==> config.mk <==
export PLATFORM = sky130hd
export DESIGN_NAME = alu_control_seq
export DESIGN_NICKNAME = d
export VERILOG_FILES = /design/src/rtl/alu_control_seq.sv
export SDC_FILE = /design/constraint.sdc
export NUM_CORES = 1
export LEC_CHECK = 0
export ABC_CLOCK_PERIOD_IN_PS = 1900
export CAP_MARGIN = 20
export CORE_MARGIN = 1
export CORE_UTILIZATION = 45
export DETAILED_ROUTE_END_ITERATION = 7
export DONT_BUFFER_PORTS = 1
export GPL_ROUTABILITY_DRIVEN = 0
export PLACE_DENSITY_LB_ADDON = 0.3
export SYNTH_ARGS = -nofsm -noshare
export SYNTH_HDL_FRONTEND = slang
export SYNTH_SLANG_ARGS = --single-unit
==> constraint.sdc <==
create_clock -name clk -period 1.9 [get_ports clk]
set_input_delay 0.19 -clock clk [delete_from_list [all_inputs] [get_ports clk]]
set_output_delay 0.19 -clock clk [all_outputs]
set_load 0.005 [all_outputs]
==> src/rtl/alu_control_seq.sv <==
// ALU operation decoder for the multi-cycle RV32IM datapath.
// Registers the decoded op and sequences multi-cycle mul/div operations.
module alu_control_seq #(
    parameter bit ENABLE_M = 1'b1,
    parameter int MUL_LAT  = 2,
    parameter int DIV_LAT  = 33
) (
    input  logic       clk,
    input  logic       reset,
    input  logic       flush_i,
    input  logic       valid_i,
    output logic       ready_o,
    input  logic [6:0] funct7_i,
    input  logic [2:0] ALU_Op_i,
    input  logic [2:0] funct3_i,
    output logic [4:0] ALU_Operation_o,
    output logic       valid_o,
    output logic       illegal_o,
    output logic       md_start_o
);

    localparam int MAX_LAT = (MUL_LAT > DIV_LAT) ? MUL_LAT : DIV_LAT;
    localparam int CW      = (MAX_LAT > 2) ? $clog2(MAX_LAT) : 1;
    localparam logic [CW-1:0] MUL_CNT = CW'(MUL_LAT - 2);
    localparam logic [CW-1:0] DIV_CNT = CW'(DIV_LAT - 2);

    localparam logic [4:0] OP_ADD   = 5'b00000;
    localparam logic [4:0] OP_SUB   = 5'b00001;
    localparam logic [4:0] OP_AND   = 5'b00010;
    localparam logic [4:0] OP_OR    = 5'b00011;
    localparam logic [4:0] OP_XOR   = 5'b00100;
    localparam logic [4:0] OP_SLL   = 5'b00101;
    localparam logic [4:0] OP_SRL   = 5'b00110;
    localparam logic [4:0] OP_SRA   = 5'b00111;
    localparam logic [4:0] OP_SLT   = 5'b01000;
    localparam logic [4:0] OP_SLTU  = 5'b01001;
    localparam logic [4:0] OP_PASSB = 5'b01010;

    localparam logic [6:0] F7_BASE = 7'b0000000;
    localparam logic [6:0] F7_ALT  = 7'b0100000;
    localparam logic [6:0] F7_M    = 7'b0000001;

    typedef enum logic {IDLE, BUSY} state_t;

    state_t        state, state_n;
    logic [CW-1:0] cnt, cnt_n;
    logic [4:0]    op_n, base_op, dec_op;
    logic          illegal_n, valid_n, start_n;
    logic          dec_ill, dec_md;

    always_comb begin
        base_op = OP_ADD;
        unique case (funct3_i)
            3'b000: base_op = OP_ADD;
            3'b001: base_op = OP_SLL;
            3'b010: base_op = OP_SLT;
            3'b011: base_op = OP_SLTU;
            3'b100: base_op = OP_XOR;
            3'b101: base_op = OP_SRL;
            3'b110: base_op = OP_OR;
            3'b111: base_op = OP_AND;
        endcase
    end

    always_comb begin
        dec_op  = OP_ADD;
        dec_ill = 1'b0;
        dec_md  = 1'b0;
        case (ALU_Op_i)
            3'b000: begin
                if (funct7_i == F7_BASE) begin
                    dec_op = base_op;
                end else if (funct7_i == F7_ALT && funct3_i == 3'b000) begin
                    dec_op = OP_SUB;
                end else if (funct7_i == F7_ALT && funct3_i == 3'b101) begin
                    dec_op = OP_SRA;
                end else if (funct7_i == F7_M && ENABLE_M) begin
                    dec_op = {2'b10, funct3_i};
                    dec_md = 1'b1;
                end else begin
                    dec_ill = 1'b1;
                end
            end
            3'b001: begin
                if (funct3_i == 3'b001 && funct7_i != F7_BASE) begin
                    dec_ill = 1'b1;
                end else if (funct3_i == 3'b101 && funct7_i == F7_ALT) begin
                    dec_op = OP_SRA;
                end else if (funct3_i == 3'b101 && funct7_i != F7_BASE) begin
                    dec_ill = 1'b1;
                end else begin
                    dec_op = base_op;
                end
            end
            3'b010:  dec_op  = OP_PASSB;
            3'b011:  dec_op  = OP_SUB;
            3'b100:  dec_op  = OP_ADD;
            default: dec_ill = 1'b1;
        endcase
    end

    always_comb begin
        state_n   = state;
        cnt_n     = cnt;
        op_n      = ALU_Operation_o;
        illegal_n = illegal_o;
        valid_n   = 1'b0;
        start_n   = 1'b0;
        ready_o   = (state == IDLE);
        // Flush wins over an incoming request; the held op code is kept.
        if (flush_i) begin
            state_n = IDLE;
            cnt_n   = '0;
        end else begin
            unique case (state)
                IDLE: begin
                    if (valid_i) begin
                        op_n      = dec_op;
                        illegal_n = dec_ill;
                        if (dec_md) begin
                            start_n = 1'b1;
                            state_n = BUSY;
                            cnt_n   = funct3_i[2] ? DIV_CNT : MUL_CNT;
                        end else begin
                            valid_n = 1'b1;
                        end
                    end
                end
                BUSY: begin
                    if (cnt == '0) begin
                        state_n = IDLE;
                        valid_n = 1'b1;
                    end else begin
                        cnt_n = cnt - 1'b1;
                    end
                end
            endcase
        end
    end

    always_ff @(posedge clk or posedge reset) begin
        if (reset) begin
            state           <= IDLE;
            cnt             <= '0;
            ALU_Operation_o <= OP_ADD;
            illegal_o       <= 1'b0;
            valid_o         <= 1'b0;
            md_start_o      <= 1'b0;
        end else begin
            state           <= state_n;
            cnt             <= cnt_n;
            ALU_Operation_o <= op_n;
            illegal_o       <= illegal_n;
            valid_o         <= valid_n;
            md_start_o      <= start_n;
        end
    end

endmodule

# Word level (Yosys, flattened, before mapping)
# Memories as Yosys holds them, arrays and structs flattened.
# Index checks and enable logic that the tools add are counted.
dict set report totals {
  inputBits 17
  output_inout_bits 9
  rom_bits 32
  mem_count 1
  register_bits 15
}
# name words word_bits read_ports rd_ports_with_merged_regs wr line_no
set mem_list {}
lappend mem_list {{(no name shown)} 8 4 1 0 0 53} ;# unique case (funct3_i)
dict set report classes {
  n_addsub 1
  n_mux 39
  eq_ne 11
  bitwise 2
  n_reduce_logical 12
}
# operator n
set op_table {}
lappend op_table {{$mux 5} 8}
lappend op_table {{$mux 6} 4}
lappend op_table {{$mux 1} 22}
lappend op_table {{$pmux 5 s4} 1}
lappend op_table {{$pmux 6 s2} 1}
lappend op_table {{$eq 7x1->1 const B} 1}
lappend op_table {{$eq 7x6->1 const B} 1}
lappend op_table {{$logic_not 7->1} 1}
lappend op_table {{$reduce_bool 7->1} 1}
lappend op_table {{$eq 3x1->1 const B} 2}
lappend op_table {{$eq 3x2->1 const B} 2}
lappend op_table {{$eq 3x3->1 const B} 2}
lappend op_table {{$logic_not 3->1} 2}
lappend op_table {{$logic_not 6->1} 1}
lappend op_table {{$ne 3x3->1 const B} 2}
lappend op_table {{$reduce_and 3->1} 2}
lappend op_table {{$sub 6x1->6 const B} 1}
lappend op_table {{$logic_and 1x1->1} 4}
lappend op_table {{$pmux 1 s2} 2}
lappend op_table {{$ne 3x2->1 const B} 1}
lappend op_table {{$pmux 1 s3} 1}
lappend op_table {{$reduce_or 3->1} 1}
lappend op_table {{$not 1->1} 2}

# Depth between registers and ports, before layout
dict set report depth {
  depth_word 10
  depth_mapped 6
  ltp_nobuf 6
}

# Least setup slack after synthesis
# No wires, ideal clock.
dict set report synth_timing {
  path_kind {input port to flip-flop}
  start {in funct7_i[1]}
  end {reg cnt[0]}
  path_stages 5
  arrival_ps 1545
  path_slack_ps 278
  path_buffers 0
  path_cell_list {or4_4 nor3_4 o211ai_2 or3_1 a21oi_1}
}
dict set report synth_via {
  elab_chain_cells 8
}
# element line_no
set synth_lines {}
lappend synth_lines {{start: declaration} 13} ;# input logic [6:0] funct7_i,
lappend synth_lines {{$eq 7x1->1 / $eq 7x6->1 (equally long branches)} {77, 73, 75}}
lappend synth_lines {{$mux 1 / $logic_and 1x1->1 (equally long branches)} {77, 75}}
lappend synth_lines {{$mux 1} 75} ;# end else if (funct7_i == F7_ALT && funct3_i == 3'b101) begin
lappend synth_lines {{$mux 1} 73} ;# end else if (funct7_i == F7_ALT && funct3_i == 3'b000) begin
lappend synth_lines {{$mux 1 (*)} 71} ;# if (funct7_i == F7_BASE) begin
lappend synth_lines {{$mux 1 (*)} 69} ;# case (ALU_Op_i)
lappend synth_lines {{$ne 3x2->1 (no line) (*)} -}
lappend synth_lines {{$reduce_and 3->1 (no line) (*)} -}
lappend synth_lines {{end signal: assignment} 151} ;# cnt <= cnt_n;
lappend synth_lines {{end: declaration} 46} ;# logic [CW-1:0] cnt, cnt_n;
# Mark *: on every way between the ends. The rest lies on a longest branch, timed or not.
# A chain may end at the register's enable or synchronous reset.

# Worst setup path after layout
dict set report layout_timing {
  start {reg cnt[0]}
  end {reg cnt[5]}
}
dict set report layout_via {
  elab_chain_cells 4
}
# element line_no
set layout_lines {}
lappend layout_lines {{$sub 6x1->6} 134} ;# cnt_n = cnt - 1'b1;
lappend layout_lines {{$mux 6} 130} ;# if (cnt == '0) begin
lappend layout_lines {{$pmux 6 s2} 115} ;# unique case (state)
lappend layout_lines {{$mux 6} 111} ;# if (flush_i) begin
# Several ways; a longest one is shown, not always the timed one. The select of a mux whose other input is x is not followed.

==> flow_metrics.tcl <==
set metrics [dict create \
    status "finished clean" \
    synth_cells 140 \
    rows 17 \
    synth_area_um2 1130 \
    cts_hold_buf 2 \
    post-cts-setup-buffer-count 0 \
    portBuffers 0 \
    antenna_found_initial 0 \
    pin_count 26 \
    highest_layer "met4" \
    numCtsBuffers 3 \
    yosys.area.top_type "dfrtp_1" \
    power_density_nw_per_um2 506 \
    hold_viol 0 \
    final_core_util_pct 51.7 \
    die-area_um2 2720 \
    start_kind "register" \
    synth.area.top_cells "dfrtp_1 (33%), a21oi_1 (5.7%), o21ai_0 (5.7%)" \
    cts_max_path_buffers 2 \
    synthFlopType "dfrtp_1" \
    critical_path_arrival_ps 1890 \
    wl_per_cell_um 14.0 \
    routed_wl_mm 2.37 \
    syn_nets 159 \
    wl_met3_um 144 \
    start_util_pct 49.3 \
    mostFrequentLayoutCells "nor2_1 (17), dfrtp_1 (15), nand2_1 (13), o21ai_0 (13), a21oi_1 (13)" \
    leakage_nw 0.504 \
    syn_area_per_cell_um2 8.10 \
    die_y_um 52.2 \
    cts_tree "built" \
    synth_cell_types 45 \
    core_um2 2300 \
    die_w_um 52.2 \
    synth_xor_area_share_pct 2.32 \
    final_common_cell "nor2_1" \
    muxShareOfSynthArea_pct 0 \
    clock-sinks 15 \
    clock_latency_ps 280 \
    synth_edf_count 0 \
    crit_path_end_kind "register" \
    htreeDepth 1 \
    fin_nets 162 \
    synth_top_family_by_area "simple AND/OR/NAND/NOR gates" \
    grt_overflow 0 \
    required_ps 2080 \
    synth_seq_cells 15 \
    synthSimpleGateAreaFrac_pct 29.2 \
    synth_adder_area_share_pct 2.21 \
    cts_root_buf "clkbuf_4" \
    drv_cap 0 \
    grt_setup_unrepaired "no" \
    slew_viol_final 0 \
    synth_top_area_share_pct 33.1 \
    setup_violations 0 \
    hold_class "primary input to register" \
    grt_use_total_pct 20.7 \
    finClkSkew_ps 4.87 \
    grt_pass1_vias 976 \
    slew_headroom_pct 62.7 \
    met2WireLength_mm 1.01 \
    fmax_mhz 582 \
    drc 0 \
    tightest_slew_ps 559 \
    met1_length_mm 1.18 \
    fin_setup_tns_ps 0 \
    post-route-period-util_pct 90.4 \
    ys_warn_count 0 \
    worstSetupPathType "register to register" \
    ir_drop_mv 0.284 \
    crit_fanout 5 \
    cts_resized 0 \
    vias 1023 \
    grt_max_degree 16 \
    synth_compound_area_share_pct 26.0 \
    clkTransAtPathRegs_ps 90 \
    vias_per_cell 6.02 \
    period_needed_ps 1720 \
    hpwl_mm 1.81 \
    first_pass_iters 4 \
    drt-initial-drc-count 17 \
    layout-drive-gt1-share_pct 12.0 \
    area_growth_pct 4.75 \
    yosysSeqAreaShare_pct 33.1 \
    ant_nets 0 \
    antenna_cells 0 \
    synthArstFlopShare_pct 100 \
    grt_pass1_wl_mm 4.17 \
]
==> logic make-up (layout without fill, tap and decap cells) <==
group,Yosys count,after routing
AOI/OAI and AO/OA,46,46
xor gates and xnor gates,3,3
adders and majority gates,2,2
buffers and inverters,14,16
DFF,15,15
and+or+nand+nor,60,60
==> area by class of cell <==
| class | instances | area (um2) |
|---|---|---|
| Tap cell | 28 | 35.0 |
| Sequential cell | 15 | 375 |
| Fill cell | 223 | 1110 |
| Multi-Input combinational cell | 111 | 678 |
| Inverter | 7 | 26.3 |
| Timing Repair Buffer | 5 | 45.0 |
| Clock buffer | 3 | 22.5 |
| Clock inverter | 1 | 5.00 |
==> metal layers <==
metal,track usage [%],up-vias
met4,8.33,0
li1,-,514
met5,0,-
met1,28.1,471
met3,5.22,4
met2,31.0,34
==> critical path, stage by stage, from the launching register on <==
cell and delay [ps]:
dfrtp_1 420, or4b_2 700, nor3_1 220, a31oi_1 70, a22oi_1 150, nor2_1 60
==> flip-flops by register name (all words and copies together), names as in the netlist <==
name             count
ALU_Operation_o      5
cnt                  6
illegal_o            1
md_start_o           1
state                1
valid_o              1
==> path summary, 6_finish.rpt <==
kind	from	end	slack, ps	depth (start not counted)
setup / recovery	cnt[0]$_DFFE_PP0P_	cnt[5]$_DFFE_PP0P_	180	5
hold / removal	ALU_Op_i[2]	illegal_o$_DFFE_PP0P_	70	2
setup reg to reg	cnt[0]$_DFFE_PP0P_	cnt[5]$_DFFE_PP0P_	180	5
hold reg to reg	ALU_Operation_o[3]$_DFFE_PP0P_	ALU_Operation_o[3]$_DFFE_PP0P_	500	2
max in group asynchronous	reset	ALU_Operation_o[1]$_DFFE_PP0P_	1140	2
min in group asynchronous	reset	cnt[4]$_DFFE_PP0P_	390	2
==> cells in the mapped netlist, drive strengths merged, types with 3 or more instances <==
| cell type | number |
|---|---|
| nor2 | 17 |
| dfrtp | 15 |
| a21oi | 13 |
| nand2 | 13 |
| o21ai | 13 |
| inv | 7 |
| nor3 | 6 |
| nand2b | 5 |
| a31oi | 4 |
| buf | 4 |
| nor2b | 4 |
| clkbuf | 3 |
| or3 | 3 |
==> power breakdown <==
group | total [mW] | leakage, nW | switching [mW] | internal (mW)
Combinational | 0.0787 | 0.285 | 0.0418 | 0.0370
Sequential | 0.340 | 0.202 | 0.00861 | 0.331
Clock | 0.182 | 0.0177 | 0.104 | 0.0782
Total | 0.601 | 0.504 | 0.154 | 0.446
==> stage by stage <==
step | total power [mW] | instance area, um2 | std cells | worst slack [ps] | hold slack [ps]
floorplan | 0.423 | 1130 | 140 | 278 | 91.5
global placement | 0.417 | 1130 | 163 | 196 | 164
detailed placement | 0.419 | 1130 | 163 | 175 | 166
CTS | 0.608 | 1180 | 169 | 179 | 4.81
global route | 0.647 | 1190 | 170 | 74.2 | 62.9
finish | 0.601 | 1190 | 170 | 182 | 70.7
Note: power is estimated with default switching activity, not from simulation.
